$ cat config.mk
export PLATFORM = sky130hd
export DESIGN_NAME = mem_port_arbiter_flat
export DESIGN_NICKNAME = d
export VERILOG_FILES = /design/src/rtl/mem_port_arbiter_if.sv /design/src/rtl/mem_port_arbiter.sv /design/src/flat_wrapper.sv
export SDC_FILE = /design/constraint.sdc
export NUM_CORES = 1
export LEC_CHECK = 0
export BUFFER_PORTS_ARGS = -buffer_cell sky130_fd_sc_hd__buf_4
export CAP_MARGIN = 20
export CORE_ASPECT_RATIO = 0.8
export CORE_MARGIN = 3
export CORE_UTILIZATION = 35
export DETAILED_ROUTE_END_ITERATION = 10
export PLACE_DENSITY = 0.88
export SYNTH_ARGS = -nofsm -noshare
export SYNTH_HDL_FRONTEND = slang
export SYNTH_SLANG_ARGS = --single-unit
$ cat constraint.sdc
create_clock -name clk -period 2 [get_ports clk]
set_input_delay 0.4 -clock clk [delete_from_list [all_inputs] [get_ports clk]]
set_output_delay 0.4 -clock clk [all_outputs]
set_load 0.005 [all_outputs]
$ cat src/rtl/mem_port_arbiter_if.sv
// mem_port_arbiter_if
//   Bundle between two memory requesters, the arbiter and a synchronous-read memory.
//   Requester side : req0/1, lock0/1, we0/1, addr0/1, wdata0/1 -> gnt0/1, rvalid0/1, rdata
//   Memory side    : memAddr, memWrData, memWe -> memRdData
//   Status         : busy
//   modport slave  : the arbiter's view
//   modport master : the view of the requesters and the memory (testbench / system side)
interface mem_port_arbiter_if #(
  parameter int ADDR_W = 16,
  parameter int DATA_W = 16
);
  logic              req0, req1;
  logic              lock0, lock1;
  logic              we0, we1;
  logic [ADDR_W-1:0] addr0, addr1;
  logic [DATA_W-1:0] wdata0, wdata1;
  logic              gnt0, gnt1;
  logic              rvalid0, rvalid1;
  logic [DATA_W-1:0] rdata;
  logic [ADDR_W-1:0] memAddr;
  logic [DATA_W-1:0] memWrData;
  logic              memWe;
  logic [DATA_W-1:0] memRdData;
  logic              busy;

  modport slave (
    input  req0, req1, lock0, lock1, we0, we1, addr0, addr1, wdata0, wdata1, memRdData,
    output gnt0, gnt1, rvalid0, rvalid1, rdata, memAddr, memWrData, memWe, busy
  );

  modport master (
    output req0, req1, lock0, lock1, we0, we1, addr0, addr1, wdata0, wdata1, memRdData,
    input  gnt0, gnt1, rvalid0, rvalid1, rdata, memAddr, memWrData, memWe, busy
  );
endinterface

$ cat src/rtl/mem_port_arbiter.sv
// mem_port_arbiter
//   Shares one synchronous-read memory port between requester 0 (CPU) and
//   requester 1 (peripheral master). One outstanding access, round-robin on ties,
//   bounded lock chaining of back-to-back accesses by the current owner.
// Ports
//   clk   : system clock, rising edge
//   reset : asynchronous, active-low reset
//   bus   : mem_port_arbiter_if.slave (requester handshakes, memory port, busy)
// Parameters
//   ADDR_W, DATA_W : address / data widths (must match the interface)
//   LOCK_MAX       : max consecutive chained accesses per owner, 1..15
// Build option
//   MEM_ARB_CPU_PRIORITY_EN : when defined, requester 0 always wins a tie in IDLE.
//
// state  | meaning
// -------+--------------------------------------------------------------
// IDLE   | no access in flight; arbitrate between pending requests
// ISSUE  | drive owner's address/data/we to memory, pulse gnt[owner]
// RDWAIT | read data returning from memory, pulse rvalid[owner]
module mem_port_arbiter #(
  parameter int ADDR_W   = 16,
  parameter int DATA_W   = 16,
  parameter int LOCK_MAX = 4
) (
  input  logic               clk,
  input  logic               reset,
  mem_port_arbiter_if.slave  bus
);

  typedef enum logic [1:0] {
    S_IDLE   = 2'd0,
    S_ISSUE  = 2'd1,
    S_RDWAIT = 2'd2
  } state_t;

  localparam logic [3:0] LOCK_CNT_MAX = 4'(LOCK_MAX);

  state_t      state_q, state_d;
  logic        owner_q, owner_d;
  logic        last_owner_q, last_owner_d;
  logic [3:0]  lock_cnt_q, lock_cnt_d;

  logic              req_own, lock_own, we_own;
  logic [ADDR_W-1:0] addr_own;
  logic [DATA_W-1:0] wdata_own;

  assign req_own   = owner_q ? bus.req1   : bus.req0;
  assign lock_own  = owner_q ? bus.lock1  : bus.lock0;
  assign we_own    = owner_q ? bus.we1    : bus.we0;
  assign addr_own  = owner_q ? bus.addr1  : bus.addr0;
  assign wdata_own = owner_q ? bus.wdata1 : bus.wdata0;

  always_ff @(posedge clk or negedge reset) begin
    if (!reset) begin
      state_q      <= S_IDLE;
      owner_q      <= 1'b0;
      last_owner_q <= 1'b1;
      lock_cnt_q   <= 4'd0;
    end else begin
      state_q      <= state_d;
      owner_q      <= owner_d;
      last_owner_q <= last_owner_d;
      lock_cnt_q   <= lock_cnt_d;
    end
  end

  always_comb begin
    state_d      = state_q;
    owner_d      = owner_q;
    last_owner_d = last_owner_q;
    lock_cnt_d   = lock_cnt_q;
    unique case (state_q)
      S_IDLE: begin
        lock_cnt_d = 4'd0;
        if (bus.req0 && bus.req1) begin
`ifdef MEM_ARB_CPU_PRIORITY_EN
          owner_d = 1'b0;
`else
          owner_d = ~last_owner_q;
`endif
          state_d = S_ISSUE;
        end else if (bus.req0) begin
          owner_d = 1'b0;
          state_d = S_ISSUE;
        end else if (bus.req1) begin
          owner_d = 1'b1;
          state_d = S_ISSUE;
        end
      end
      S_ISSUE: begin
        last_owner_d = owner_q;
        lock_cnt_d   = lock_cnt_q + 4'd1;
        if (!we_own) begin
          state_d = S_RDWAIT;
        // A write completes here, so the chain test uses the count including this access.
        end else if (req_own && lock_own && ((lock_cnt_q + 4'd1) < LOCK_CNT_MAX)) begin
          state_d = S_ISSUE;
        end else begin
          state_d = S_IDLE;
        end
      end
      S_RDWAIT: begin
        if (req_own && lock_own && (lock_cnt_q < LOCK_CNT_MAX)) begin
          state_d = S_ISSUE;
        end else begin
          state_d = S_IDLE;
        end
      end
      default: state_d = S_IDLE;
    endcase
  end

  // Outputs decode only registered state/owner, so they drop to zero as soon as reset asserts.
  logic in_issue, in_rdwait;
  assign in_issue  = (state_q == S_ISSUE);
  assign in_rdwait = (state_q == S_RDWAIT);

  assign bus.gnt0      = in_issue  && !owner_q;
  assign bus.gnt1      = in_issue  &&  owner_q;
  assign bus.rvalid0   = in_rdwait && !owner_q;
  assign bus.rvalid1   = in_rdwait &&  owner_q;
  assign bus.memWe     = in_issue  && we_own;
  assign bus.memAddr   = in_issue  ? addr_own  : '0;
  assign bus.memWrData = in_issue  ? wdata_own : '0;
  assign bus.rdata     = in_rdwait ? bus.memRdData : '0;
  assign bus.busy      = (state_q != S_IDLE);

endmodule

$ cat src/flat_wrapper.sv
// flat-port wrapper written by rule: the top's interface ports become plain ports
module mem_port_arbiter_flat 
#(
  parameter int ADDR_W   = 16,
  parameter int DATA_W   = 16,
  parameter int LOCK_MAX = 4
)
  (clk, reset, bus_req0, bus_req1, bus_lock0, bus_lock1, bus_we0, bus_we1, bus_addr0, bus_addr1, bus_wdata0, bus_wdata1, bus_memRdData, bus_gnt0, bus_gnt1, bus_rvalid0, bus_rvalid1, bus_rdata, bus_memAddr, bus_memWrData, bus_memWe, bus_busy);
  mem_port_arbiter_if #(.ADDR_W(ADDR_W), .DATA_W(DATA_W)) bus_i ();
  input  logic clk;
  input  logic reset;
  input wire logic [$bits(bus_i.req0)-1:0] bus_req0;
  input wire logic [$bits(bus_i.req1)-1:0] bus_req1;
  input wire logic [$bits(bus_i.lock0)-1:0] bus_lock0;
  input wire logic [$bits(bus_i.lock1)-1:0] bus_lock1;
  input wire logic [$bits(bus_i.we0)-1:0] bus_we0;
  input wire logic [$bits(bus_i.we1)-1:0] bus_we1;
  input wire logic [$bits(bus_i.addr0)-1:0] bus_addr0;
  input wire logic [$bits(bus_i.addr1)-1:0] bus_addr1;
  input wire logic [$bits(bus_i.wdata0)-1:0] bus_wdata0;
  input wire logic [$bits(bus_i.wdata1)-1:0] bus_wdata1;
  input wire logic [$bits(bus_i.memRdData)-1:0] bus_memRdData;
  output wire logic [$bits(bus_i.gnt0)-1:0] bus_gnt0;
  output wire logic [$bits(bus_i.gnt1)-1:0] bus_gnt1;
  output wire logic [$bits(bus_i.rvalid0)-1:0] bus_rvalid0;
  output wire logic [$bits(bus_i.rvalid1)-1:0] bus_rvalid1;
  output wire logic [$bits(bus_i.rdata)-1:0] bus_rdata;
  output wire logic [$bits(bus_i.memAddr)-1:0] bus_memAddr;
  output wire logic [$bits(bus_i.memWrData)-1:0] bus_memWrData;
  output wire logic [$bits(bus_i.memWe)-1:0] bus_memWe;
  output wire logic [$bits(bus_i.busy)-1:0] bus_busy;
  assign bus_i.req0 = bus_req0;
  assign bus_i.req1 = bus_req1;
  assign bus_i.lock0 = bus_lock0;
  assign bus_i.lock1 = bus_lock1;
  assign bus_i.we0 = bus_we0;
  assign bus_i.we1 = bus_we1;
  assign bus_i.addr0 = bus_addr0;
  assign bus_i.addr1 = bus_addr1;
  assign bus_i.wdata0 = bus_wdata0;
  assign bus_i.wdata1 = bus_wdata1;
  assign bus_i.memRdData = bus_memRdData;
  assign bus_gnt0 = bus_i.gnt0;
  assign bus_gnt1 = bus_i.gnt1;
  assign bus_rvalid0 = bus_i.rvalid0;
  assign bus_rvalid1 = bus_i.rvalid1;
  assign bus_rdata = bus_i.rdata;
  assign bus_memAddr = bus_i.memAddr;
  assign bus_memWrData = bus_i.memWrData;
  assign bus_memWe = bus_i.memWe;
  assign bus_busy = bus_i.busy;
  mem_port_arbiter #(.ADDR_W(ADDR_W), .DATA_W(DATA_W), .LOCK_MAX(LOCK_MAX)) u_core (.clk(clk), .reset(reset), .bus(bus_i));
endmodule
==> metrics.yaml <==
clk_pin_slew_ns: 0.04
holdBufCountCts: 1
io_pins: 142
wl_um: 4280
finalNetCount: 365
finalCritPeriodShare_pct: 93.8
antenna_found_initial: 0
final-hold-violation-count: 0
worstReg2RegStart: "u_core.state_q[1]"
worstMarginPinSlew_ns: 0.416
grt_usage_pct: 20.9
hold_ws_ns: 0.363
ir_drop_uv: 810
cp_max_fo: 40
p_leak_nw: 1.27
htreeDepth: 1
ys_warn_count: 0
synth_area_um2: 1100
clk_latency_ns: 0.23
place_congestion: 0.844
drt_iter0_drc: 56
grt-ovfl-total: 0
wire_per_inst_um: 13.7
netlist_instances: 138
relSlewSlack_pct: 72.3
cts_buffer_depth: 2
numCtsBuffers: 3
cp-start-kind: "register"
r2r_setup_slack_ns: 0.55
synthSimpleGateAreaFrac_pct: 30.7
status: "complete, no violations"
grt_pass1_wl_um: 6250
cts_setup_buffers: 0
criticalPathCategory: "reg -> out"
post-dp-hpwl_um: 3580
arrival_ns: 1.48
rr_worst_depth: 3
synthXorXnorAreaFrac_pct: 0
synth.yosys.seq_area_share_pct: 18.3
layout_common_cells: "buf_4, nor2_1, mux2i_1, and2_1, dfrtp_1"
crit_required_ns: 1.60
via_count: 1475
r2r-end: "u_core.state_q[0]"
synth.avg_cell_area_um2: 7.97
synth-seq-cells: 8
setup-tns-final_ns: 0
drt_pass1_iterations: 4
die_h_um: 56.1
clock_skew_ns: 0.00541
num_rows: 17
power.density_nw_per_um2: 985
area_growth_pct: 100
setup_viol: 0
vias_per_cell: 4.71
synth.distinct_cells: 32
holdPathEnd: "u_core.owner_q"
portBuffers: 141
rsz0062_at_grt: "false"
maxCapViolCount: 0
synth_top_family_by_area: "multiplexers"
synthAdderAreaFrac_pct: 1.14
layout_commonest_cell: "buf_4"
die_w_um: 68.7
fp.dieArea_um2: 3860
syn_nets: 227
drc: 0
slew_violations: 0
fmax_mhz: 533
drive_gt1_share_pct: 54.9
num_antenna_cells: 0
yosys-mux-area-fraction_pct: 32.0
grt_start_max_net_pins: 41
min_path_type: "in -> reg"
min-delay-start: "bus_req0"
cts_sinks: 8
final_antenna_net_count: 0
root_buffer: "clkbuf_8"
cts-resized-gates: 0
whs_path_depth: 2
core_um2: 2870
grt_pass1_vias: 1342
cts_tree: "built"
min_period_ns: 1.88
post-route-util_pct: 76.7
synth_compound_area_share_pct: 9.56
start_util_pct: 38.3
critPathCaptureType: "primary output"
-- power by group --
part | internal (mW) | switching (mW)
Clock | 0.138 | 0.0641
Combinational | 0.917 | 0.732
Sequential | 0.230 | 0.0873
Total | 1.29 | 0.883
-- per-layer routing --
metal | track usage [%] | part of all wire, % | up-vias | routed length [µm]
met2 | 36.6 | 50 | 88 | 2150
met3 | 6.67 | 13 | 13 | 548
met4 | 6.23 | 2.1 | 0 | 91
met5 | 0 | 0 | - | 0
met1 | 23.3 | 35 | 629 | 1490
li1 | - | - | 745 | -
-- per-stage QoR --
stage          instances  total power, mW  area [µm²]  setup WS, ns
5_1_grt              313             2.36        2200       0.00707
3_5_place_dp         308             1.97        2150         0.384
3_3_place_gp         308             1.96        2150         0.437
6_report             313             2.17        2200         0.124
4_1_cts              313             2.19        2200         0.128
2_1_floorplan        138             1.29        1100         0.586
-- cell families after synthesis --
family,count (synthesis)
flip-flops,8
multiplexers,35
AO/OA/AOI/OAI,14
AND/OR/NAND/NOR,67
buffers and inverters,13
adder cells (fa/ha/maj),1
-- worst max path at each step --
stage | startpoint | endpoint | slack [ns] | cells after the start
floorplan | u_core.state_q[1] | bus_memAddr[0] | 0.59 | 5
global placement | u_core.state_q[1] | bus_gnt1 | 0.44 | 3
detailed placement | u_core.state_q[1] | bus_memAddr[13] | 0.38 | 3
CTS | u_core.state_q[1] | bus_memAddr[13] | 0.13 | 3
global route | u_core.state_q[0] | bus_gnt1 | 0.007 | 3
finish | u_core.state_q[1] | bus_memAddr[13] | 0.12 | 3
-- critical path, cell delays in order, from the launching register on --
cell      delay (ns)
dfrtp_1         0.51
nand2b_4        0.46
nor2_1          0.12
buf_4           0.15
-- synth_stat cells, drive strengths merged --
| master | n | area share (%) |
|---|---|---|
| mux2i | 34 | 31 |
| dfrtp | 7 | 16 |
| nor2 | 37 | 13 |
| o21a | 1 | 0.68 |
| mux2 | 1 | 1.0 |
| a21oi | 2 | 0.91 |
| and3 | 2 | 1.1 |
| o21ai | 2 | 0.91 |
| a211oi | 2 | 1.8 |
| inv | 3 | 1.0 |
| buf | 9 | 6.9 |
| and2 | 18 | 10 |
| a22o | 2 | 1.6 |
| o22a | 1 | 0.80 |
| nand3 | 1 | 0.45 |
| nor2b | 2 | 1.8 |
| o211ai | 1 | 0.68 |
| o32a | 1 | 0.91 |
| a31oi | 1 | 0.57 |
| nand2 | 2 | 0.68 |
| or2 | 1 | 0.57 |
| nand2b | 3 | 2.4 |
| dfstp | 1 | 2.4 |
| ha | 1 | 1.1 |
| and3b | 1 | 0.80 |
| clkbuf | 1 | 0.34 |
| a21o | 1 | 0.68 |
-- flip-flops by register name, indices dropped and copies added (netlist names) --
signal / flops
u_core.last_owner_q: 1
u_core.state_q: 2
u_core.owner_q: 1
u_core.lock_cnt_q: 4
-- area by class of cell --
cell class,count,area [µm²]
clock buffer,4,45.0
fill,229,669
sequential,8,203
tap,38,47.5
timing repair buffer,143,1090
inverter,3,11.3
multi-input combinational,117,807
Note: power is estimated with default switching activity, not from simulation.
